$ cat src/rtl/slow_clock_monitor_pkg.sv
// Shared types and constants for the slow-clock receive monitor.
package slow_clock_monitor_pkg;

  typedef enum logic [1:0] {IDLE, MEASURE, LOCKED, LOST} mon_state_t;

  localparam int unsigned LOCK_COUNT = 2;

endpackage

$ cat src/rtl/sync_edge_detect.sv
// Multi-flop synchroniser for an asynchronous level, followed by a history
// flop that yields a one-cycle rising-edge strobe in the destination domain.
module sync_edge_detect #(
  parameter int unsigned STAGES = 2
) (
  input  logic i_clk,
  input  logic i_rst_n,
  input  logic i_async,
  output logic o_rise
);

  logic [STAGES-1:0] r_sync;
  logic              r_hist;

  always_ff @(posedge i_clk or negedge i_rst_n) begin
    if (!i_rst_n) begin
      r_sync <= '0;
      r_hist <= 1'b0;
    end else begin
      r_sync <= {r_sync[STAGES-2:0], i_async};
      r_hist <= r_sync[STAGES-1];
    end
  end

  assign o_rise = r_sync[STAGES-1] & ~r_hist;

  if (STAGES < 2) begin : g_bad_stages
    $error("sync_edge_detect: STAGES must be at least 2");
  end

endmodule

$ cat src/rtl/slow_clock_monitor.sv
// Receives the divided slow clock: synchronises it, ticks once per rising
// edge, measures each period and tracks lock / loss-of-clock.
//   state   | meaning
//   IDLE    | no edge seen since reset
//   MEASURE | edges arriving, fewer than LOCK_COUNT consecutive good periods
//   LOCKED  | period has been within tolerance long enough
//   LOST    | no edge within NOMINAL_PERIOD+TOLERANCE cycles
module slow_clock_monitor
  import slow_clock_monitor_pkg::*;
#(
  parameter int unsigned NOMINAL_PERIOD = 50_000_000,
  parameter int unsigned TOLERANCE      = 500_000,
  parameter int unsigned CNT_W          = 28,
  parameter int unsigned SYNC_STAGES    = 2
) (
  input  logic             clock_in,
  input  logic             reset_n,
  input  logic             slow_clk_in,
  output logic             tick_out,
  output logic [CNT_W-1:0] period_out,
  output logic             period_valid,
  output logic             locked,
  output logic             lost
);

  localparam logic [63:0] LP_LIMIT   = 64'(NOMINAL_PERIOD) + 64'(TOLERANCE);
  localparam logic [63:0] LP_CNT_MAX = (64'd1 << CNT_W) - 64'd1;
  localparam logic [CNT_W:0] LP_HI   = (CNT_W+1)'(LP_LIMIT);
  localparam logic [CNT_W:0] LP_LO   = (NOMINAL_PERIOD > TOLERANCE) ?
                                       (CNT_W+1)'(NOMINAL_PERIOD - TOLERANCE) : '0;
  localparam logic [CNT_W-1:0] LP_TIMEOUT = CNT_W'(LP_LIMIT);
  localparam int unsigned GW = $clog2(LOCK_COUNT + 1);

  if (LP_LIMIT > LP_CNT_MAX) begin : g_bad_width
    $error("slow_clock_monitor: CNT_W too narrow for NOMINAL_PERIOD+TOLERANCE");
  end

  logic             w_rise;
  logic             w_cnt_sat;
  logic [CNT_W-1:0] w_period;
  logic [CNT_W:0]   w_period_ext;
  logic             w_in_tol;
  logic             w_timeout;

  mon_state_t       r_state;
  logic [CNT_W-1:0] r_cnt;
  logic [GW-1:0]    r_good_cnt;
  logic             r_tick;
  logic [CNT_W-1:0] r_period;
  logic             r_period_valid;
  logic             r_locked;
  logic             r_lost;

  sync_edge_detect #(
    .STAGES (SYNC_STAGES)
  ) u_sync (
    .i_clk   (clock_in),
    .i_rst_n (reset_n),
    .i_async (slow_clk_in),
    .o_rise  (w_rise)
  );

  // The rise cycle itself is the last cycle of the period, hence cnt+1.
  assign w_cnt_sat    = &r_cnt;
  assign w_period     = w_cnt_sat ? r_cnt : r_cnt + CNT_W'(1);
  assign w_period_ext = {1'b0, w_period};
  assign w_in_tol     = (w_period_ext >= LP_LO) && (w_period_ext <= LP_HI);
  assign w_timeout    = (r_cnt == LP_TIMEOUT) && !w_rise;

  always_ff @(posedge clock_in or negedge reset_n) begin
    if (!reset_n) begin
      r_state        <= IDLE;
      r_cnt          <= '0;
      r_good_cnt     <= '0;
      r_tick         <= 1'b0;
      r_period       <= '0;
      r_period_valid <= 1'b0;
      r_locked       <= 1'b0;
      r_lost         <= 1'b0;
    end else begin
      r_tick         <= w_rise;
      r_period_valid <= 1'b0;

      if (w_rise) begin
        r_cnt <= '0;
      end else if (!w_cnt_sat) begin
        r_cnt <= r_cnt + CNT_W'(1);
      end

      case (r_state)
        IDLE: begin
          if (w_rise) begin
            r_state <= MEASURE;
          end
        end

        MEASURE: begin
          if (w_rise) begin
            r_period       <= w_period;
            r_period_valid <= 1'b1;
            if (w_in_tol) begin
              if (r_good_cnt >= GW'(LOCK_COUNT - 1)) begin
                r_good_cnt <= GW'(LOCK_COUNT);
                r_state    <= LOCKED;
                r_locked   <= 1'b1;
              end else begin
                r_good_cnt <= r_good_cnt + GW'(1);
              end
            end else begin
              r_good_cnt <= '0;
            end
          end else if (w_timeout) begin
            r_state  <= LOST;
            r_lost   <= 1'b1;
            r_locked <= 1'b0;
          end
        end

        LOCKED: begin
          if (w_rise) begin
            r_period       <= w_period;
            r_period_valid <= 1'b1;
            if (!w_in_tol) begin
              r_state    <= MEASURE;
              r_locked   <= 1'b0;
              r_good_cnt <= '0;
            end
          end else if (w_timeout) begin
            r_state  <= LOST;
            r_lost   <= 1'b1;
            r_locked <= 1'b0;
          end
        end

        LOST: begin
          // The interval spanning the outage is meaningless, so no measurement.
          if (w_rise) begin
            r_state    <= MEASURE;
            r_lost     <= 1'b0;
            r_good_cnt <= '0;
          end
        end

        default: begin
          r_state <= IDLE;
        end
      endcase
    end
  end

  assign tick_out     = r_tick;
  assign period_out   = r_period;
  assign period_valid = r_period_valid;
  assign locked       = r_locked;
  assign lost         = r_lost;

endmodule

$ cat config.mk
export PLATFORM = sky130hd
export DESIGN_NAME = slow_clock_monitor
export DESIGN_NICKNAME = d
export VERILOG_FILES = /design/src/rtl/slow_clock_monitor_pkg.sv /design/src/rtl/sync_edge_detect.sv /design/src/rtl/slow_clock_monitor.sv
export SDC_FILE = /design/constraint.sdc
export NUM_CORES = 1
export LEC_CHECK = 0
export BUFFER_PORTS_ARGS = -buffer_cell sky130_fd_sc_hd__buf_4
export CAP_MARGIN = 0
export CORE_ASPECT_RATIO = 2
export CORE_MARGIN = 1.5
export CORE_UTILIZATION = 54
export CTS_CLUSTER_SIZE = 10
export DETAILED_ROUTE_END_ITERATION = 16
export HOLD_SLACK_MARGIN = 0.03
export PLACE_DENSITY = 0.76
export SLEW_MARGIN = 10
export SYNTH_ARGS = -nofsm -noshare
export SYNTH_HDL_FRONTEND = slang
export SYNTH_SLANG_ARGS = --single-unit
$ cat constraint.sdc
create_clock -name clock_in -period 3.1 [get_ports clock_in]
set_clock_uncertainty 0.1 [all_clocks]
set_input_delay 0.775 -clock clock_in [delete_from_list [all_inputs] [get_ports clock_in]]
set_output_delay 0.775 -clock clock_in [all_outputs]
set_load 0.1 [all_outputs]
Word-level counts from Yosys, hierarchy flattened
Index checks and enable logic that the tools add are counted.
Widths: inputs -> output; s select.
{ "totals": {"ramBits": 0, "mem_count": 0, "ff_bits": 67, "latch_bits": 0, "romBits": 0, "out_inout_bits": 32} }
{ "classes": {"mul": 0, "bitwise": 2, "reduce_logical": 15, "n_shift": 0, "div_mod_pow": 0, "n_addsub": 2, "muxes": 30, "eq_ne": 14, "order_cmp": 3} }
{ "op_table": {"columns": ["cell", "count"], "rows": [
  ["$mux 28", 2],
  ["$add 28x1->28 const B", 1],
  ["$eq 28x26->1 const B", 1],
  ["$ge 28x26->1 const B", 1],
  ["$le 28x26->1 const B", 1],
  ["$reduce_and 28->1", 1],
  ["$mux 2", 13],
  ["$pmux 2 s3", 2],
  ["$reduce_and 4->1", 3],
  ["$mux 1", 11],
  ["$ne 2x2->1 const B", 5],
  ["$ne 3x3->1 const B", 3],
  ["$reduce_and 5->1", 1],
  ["$eq 2x2->1 const B", 2],
  ["$ne 2x1->1 const B", 2],
  ["$pmux 1 s2", 2],
  ["$reduce_bool 2->1", 2],
  ["$reduce_or 2->1", 2],
  ["$reduce_bool 3->1", 1],
  ["$add 2x1->2 const B", 1],
  ["$eq 2x1->1 const B", 1],
  ["$ge 2x1->1 const B", 1],
  ["$logic_and 1x1->1", 2],
  ["$logic_not 2->1", 1],
  ["other kinds (4)", 4]
]} }

Logic depth before layout (Yosys ltp)
{ "logic_depth": {"word_depth": 7, "ltp_mapped": 13, "mapped_depth_nobuf": 12} }

Cells and area by module
From an unflattened synthesis, not the netlist that was laid out.
{ "hier_totals": {"cells_unflattened": 432, "area_unflattened_um2": 3933.8} }
{ "modules_own_cells": {"columns": ["mod", "seq_area_each_um2", "instances", "cells_each", "area_each_um2"], "rows": [
  ["slow_clock_monitor", 1601.5, 1, 428, 3844.9],
  ["sync_edge_detect", 75.1, 1, 4, 88.8]
]} }

Least setup slack after synthesis
Ideal clock, no wire load.
{ "synth_path": {"path_kind": "reg2reg", "from": "reg r_cnt[1]", "to": "reg r_state[0]", "setup_ns": 0.120, "stages_incl_launch_ff": 14, "arrival_time_ns": 3.054, "path_buffers": 1, "path_slack_ns": -0.174, "t_required_ns": 2.880, "synth_period_minus_slack_ns": 3.274, "cell_sequence": "dfrtp_1 > ha_1 > nand3_1 > nor4_4 > buf_6 > a21oi_2 > xnor2_2 > o21ai_2 > nor4_2 > nand3_1 > a211o_4 > o21ai_2 > o211ai_1 > and3_1"} }
{ "synth_between": {"elab_chain_len": 6, "elab_cells_between_ends": 15, "classes_between": "add/sub (1); order compare (2); eq/ne (3); mux (5); reduce/logical (4)"} }
{ "synth_rtl": {"columns": ["item", "line", "text"], "rows": [
  ["start: declaration", "slow_clock_monitor.sv:46", "logic [CNT_W-1:0] r_cnt;"],
  ["start signal: assignment", "slow_clock_monitor.sv:87", "r_cnt <= r_cnt + CNT_W'(1);"],
  ["$add 28x1->28 or $reduce_and 28->1 (tied branches)", "slow_clock_monitor.sv:65, slow_clock_monitor.sv:64", null],
  ["$mux 28", null, null],
  ["$ge 28x26->1 or $le 28x26->1 (tied branches)", "slow_clock_monitor.sv:67", "assign w_in_tol = (w_period_ext >= LP_LO) && (w_period_ext <= LP_HI);"],
  ["$logic_and 1x1->1", "slow_clock_monitor.sv:67", null],
  ["$ne 3x3->1 (no source line)", null, null],
  ["$reduce_and 4->1 (no source line)", null, null],
  ["end signal: assignment", "slow_clock_monitor.sv:72", "r_state <= IDLE;"],
  ["end signal: assignment", "slow_clock_monitor.sv:93", "r_state <= MEASURE;"],
  ["end signal: assignment", "slow_clock_monitor.sv:104", "r_state <= LOCKED;"],
  ["end: declaration", "slow_clock_monitor.sv:45", "mon_state_t r_state;"]
]} }
Parallel ways exist; a longest one is shown, timed or not.
A chain may end at the register's enable or synchronous reset.

Worst setup path after layout
{ "layout_path": {"from": "reg r_cnt[5]", "to": "reg r_state[0]"} }
Same word-level chain as after synthesis.

==> results.md <==
- Run status: finished with violations
- Violations in the final reports: setup timing
- Share of synthesized area occupied by flip-flops and latches: between 40% and 50%
- Largest fanout on the critical path: 5
- Power per standard cell area: ~520 nW/µm²
- Hold buffer count at cts: 0
- Share of cells above drive strength 1: 41.8%
- First-pass GRT wire length: approximately 23 mm
- Worst Hold Slack: 0.263 ns
- Number of design-rule violations left by the first detailed-router iteration: 397
- Largest voltage drop on the vdd net: 609 µV
- Latest clock arrival within the worst-skew pair: roughly 0.33 ns
- Kind of cell adding the most delay to the critical path: simple AND/OR/NAND/NOR gates
- Clock tree from TritonCTS: yes
- Element type at the critical path end: flop
- Worst path cell trace: nand4_4, or4_4, nor4_2, a2111oi_2, buf_4, a211oi_2, a311o_1, a21oi_4, or3_4, o21ai_4, nand2_1, and3_1
- CTS HTree Levels: 3
- Core Rows: between 40 and 50
- Average instance area after synthesis: about 9.1 µm²
- Seq. cell area: around 1700 µm²
- Number of failing hold endpoints at the final stage: 0
- Final setup margin: -0.273 ns
- Unrepaired setup endpoints after global routing: yes
- Final critical-path required period: 3.37 ns
- Final TNS setup: -1.19 ns
- Final Wtd Congestion: 1.01
- Synth Net Count: between 400 and 500
- Max_cap viols: 0
- EDFF count, synth: 0
- Post-synthesis xor/xnor area fraction: around 4.6%
- Number of iterations in the first detailed-routing pass: 5
- Maximum buffer depth of the clock tree: 2
- Worst-Margin Slew: about 0.83 ns
- Die outline area: a little over 8000 µm²
- Clock Sinks: 67
- Static Leakage: roughly 0.0028 µW
- Total area of multi-input combinational cells: 2590 µm²
- Port-buffer cells: 34
- Element type at the critical path start: flop
- Number of diodes: 0
- Layout Cell Area excl Fill: a little over 6000 µm²
- Cells after synthesis: 460
- Number of antenna violations at the first check in global routing: 0
- Vias in the first global route: 4,463
- Average wire per standard cell: between 20 and 25 µm
- Compound-cell area share of the yosys netlist: between 10% and 20%
- DRT antenna net count: 0
- Largest family of logic cells by synthesized area: simple AND/OR/NAND/NOR gates
- Number of flip-flops and latches in the synthesized netlist: 67
- Die Wd: 65.1 µm
- Number of max-slew violations in the final report: 0
- Critical path's slowest cell: or4_4
- Remaining design rule violation count: 0
- Post-Synth Simple-Gate Area: 29.1%
- Final count of negative-setup-slack endpoints: 5
- Number of vias in the routed layout: between 4,000 and 5,000
- Ratio of final minimum period to clock period: 109%
- Number of filler instances in the final layout: about 490
- I/O pin count: 35
- Peak per-stage delay on the critical path: 0.63 ns
- Worst slew slack as a fraction of its limit: ~45%
- GRT Overall Usage: 37.1%
- Core area: 7540 µm²
- Flip-flop cell with the highest count after synthesis: dfrtp_1
- Number of distinct library cell variants in the gate-level netlist after synthesis: 77
- Min-delay worst type: flop to flop
- Total gr overflow: 0
- Pin count of the biggest net entering global routing: slightly below 70
- Adder and majority gate portion of the synthesized area: ~2.1%
- YS warnings: 0
- Half-perimeter wire length of the detailed placement result: 10.6 mm
- Total placed instance area: between 5000 and 6000 µm²
- Cell area after technology mapping: approximately 4200 µm²
- Maximum frequency from static timing analysis: 296 MHz
- Worst setup path class: flop to flop
- Final design utilization: between 80% and 90%
- Post-route insts no fill: between 700 and 800
- CTS clk-pin slew, worst paths: about 0.050 ns
- Share of cell area taken by muxes after synthesis: less than 1%
- WP data required: ~3.2 ns
- Net total in the final layout: 622
- Clock Tree Root: clkbuf_16
- Aggregate routed wire length: 14.8 mm
- Y dimension of the die: 127 µm
- Bufs and invs on worst path: 1
- Starting density of the core: approximately 55%
- Placed cell count: 670
- Synthesis-to-finish area growth: 46.3%
- Avg Vias per Cell: between 6 and 7
- Arrival @ worst endpoint: between 3 and 4 ns
- Proportion of synthesized flip-flops having asynchronous set or reset: 100%
- Number of buffers added by the clock tree synthesis step: 9
power breakdown:
| group | internal [µW] | switching, µW | total [µW] |
|---|---|---|---|
| combinational | 271 | 658 | 929 |
| clock | 849 | 371 | 1220 |
| sequential | 946 | 64.0 | 1010 |
| total | 2070 | 1090 | 3160 |
kinds of logic after synthesis:
kind of cell / count (synthesis)
AOI/OAI and AO/OA: 109
muxes: 4
buffers and inverters: 38
xor gates and xnor gates: 20
adders and majority gates: 7
DFF: 67
and+or+nand+nor: 215
state kept, by name, summed over array words and instances, names as in the netlist:
name / flops
r_state: 2
u_sync.r_sync: 2
lost: 1
tick_out: 1
r_cnt: 28
u_sync.r_hist: 1
r_good_cnt: 2
locked: 1
period_out: 28
period_valid: 1
layer usage:
metal  part of all wire (%)  up-vias  global-route usage (%)
li1                       -     1974                       -
met1                     31     2079                    36.4
met2                     54      209                    66.4
met3                    5.4      107                    6.25
met4                    9.2        0                    29.3
met5                      0        -                       0
stage by stage:
stage	total power, µW	worst slack, ns
CTS	3130	-0.162
finish	3160	-0.273
global route	3280	-0.421
detailed placement	1880	-0.285
global placement	1870	-0.246
floorplan	1640	0.0169
synth_stat cells (3+ instances only):
cell type | instances | area share [%]
dfrtp_1 | 67 | 40
nand2_1 | 59 | 5.3
nor2_1 | 51 | 4.6
o21ai_0 | 40 | 4.8
nand3_1 | 16 | 1.9
clkbuf_1 | 15 | 1.4
xnor2_1 | 13 | 2.7
a21oi_1 | 11 | 1.3
nand4_1 | 11 | 1.7
inv_1 | 10 | 0.90
and3_1 | 9 | 1.4
buf_2 | 9 | 1.1
and2_1 | 7 | 1.1
ha_1 | 7 | 2.1
nor3_1 | 7 | 0.84
or3_1 | 7 | 1.1
a211oi_1 | 5 | 0.90
a31oi_1 | 5 | 0.75
and4_1 | 5 | 1.1
nor4_2 | 5 | 1.5
o211ai_1 | 5 | 0.90
xor2_1 | 5 | 1.1
mux2i_1 | 4 | 0.96
nand2b_1 | 4 | 0.60
nor4_1 | 4 | 0.60
a21o_1 | 3 | 0.54
a21oi_2 | 3 | 0.63
nor2b_1 | 3 | 0.45
nor4_4 | 3 | 1.5
o21ai_2 | 3 | 0.63
o22ai_1 | 3 | 0.45
or2_2 | 3 | 0.45
or4_1 | 3 | 0.54
final timing paths:
| path | from | endpoint | slack [ns] | depth (start not counted) |
|---|---|---|---|---|
| worst min register to register | u_sync.r_sync[0] | u_sync.r_sync[1] | 0.26 | 0 |
| worst min-delay path | u_sync.r_sync[0] | u_sync.r_sync[1] | 0.26 | 0 |
| max in group asynchronous | reset_n | r_cnt[2] | 1.86 | 1 |
| min in group asynchronous | reset_n | r_cnt[12] | 0.44 | 1 |
| worst max register to register | r_cnt[5] | r_state[0] | -0.27 | 12 |
| worst max-delay path | r_cnt[5] | r_state[0] | -0.27 | 12 |
placed cells by master, fill, tap and decap left out, drive strengths merged, types with 4 or more instances in the layout:
master | synthesis | final
or3 | 7 | 7
xnor2 | 15 | 15
nand4 | 14 | 14
and2 | 7 | 7
o21ai | 45 | 45
or2 | 4 | 4
and3 | 9 | 9
o22ai | 4 | 4
nand2b | 4 | 4
dfrtp | 67 | 67
nor4 | 12 | 12
or4 | 4 | 4
nor2 | 51 | 51
o211ai | 6 | 6
a21oi | 14 | 14
inv | 10 | 10
buf | 12 | 168
nand3 | 18 | 18
a211oi | 8 | 8
xor2 | 5 | 5
mux2i | 4 | 4
clkbuf | 15 | 12
and4 | 5 | 5
a31oi | 5 | 5
nor3 | 8 | 8
nand2 | 60 | 60
ha | 7 | 7
area by class of cell:
type / count / share of cell area [%]
Multi-Input combinational cell: 355 / 42.4
Clock inverter: 4 / 1.56
Timing Repair Buffer: 168 / 21.5
Tap cell: 94 / 1.93
Inverter: 11 / 0.677
Sequential cell: 67 / 27.6
Clock buffer: 12 / 4.37
timing repair:
| action | CTS | global route |
|---|---|---|
| setup buffers | 16 | 10 |
| endpoints found under the setup margin | 5 | 5 |
| gates resized for setup | 37 | 26 |
| pin swaps | 29 | 17 |
(Power assumes the default switching activity.)
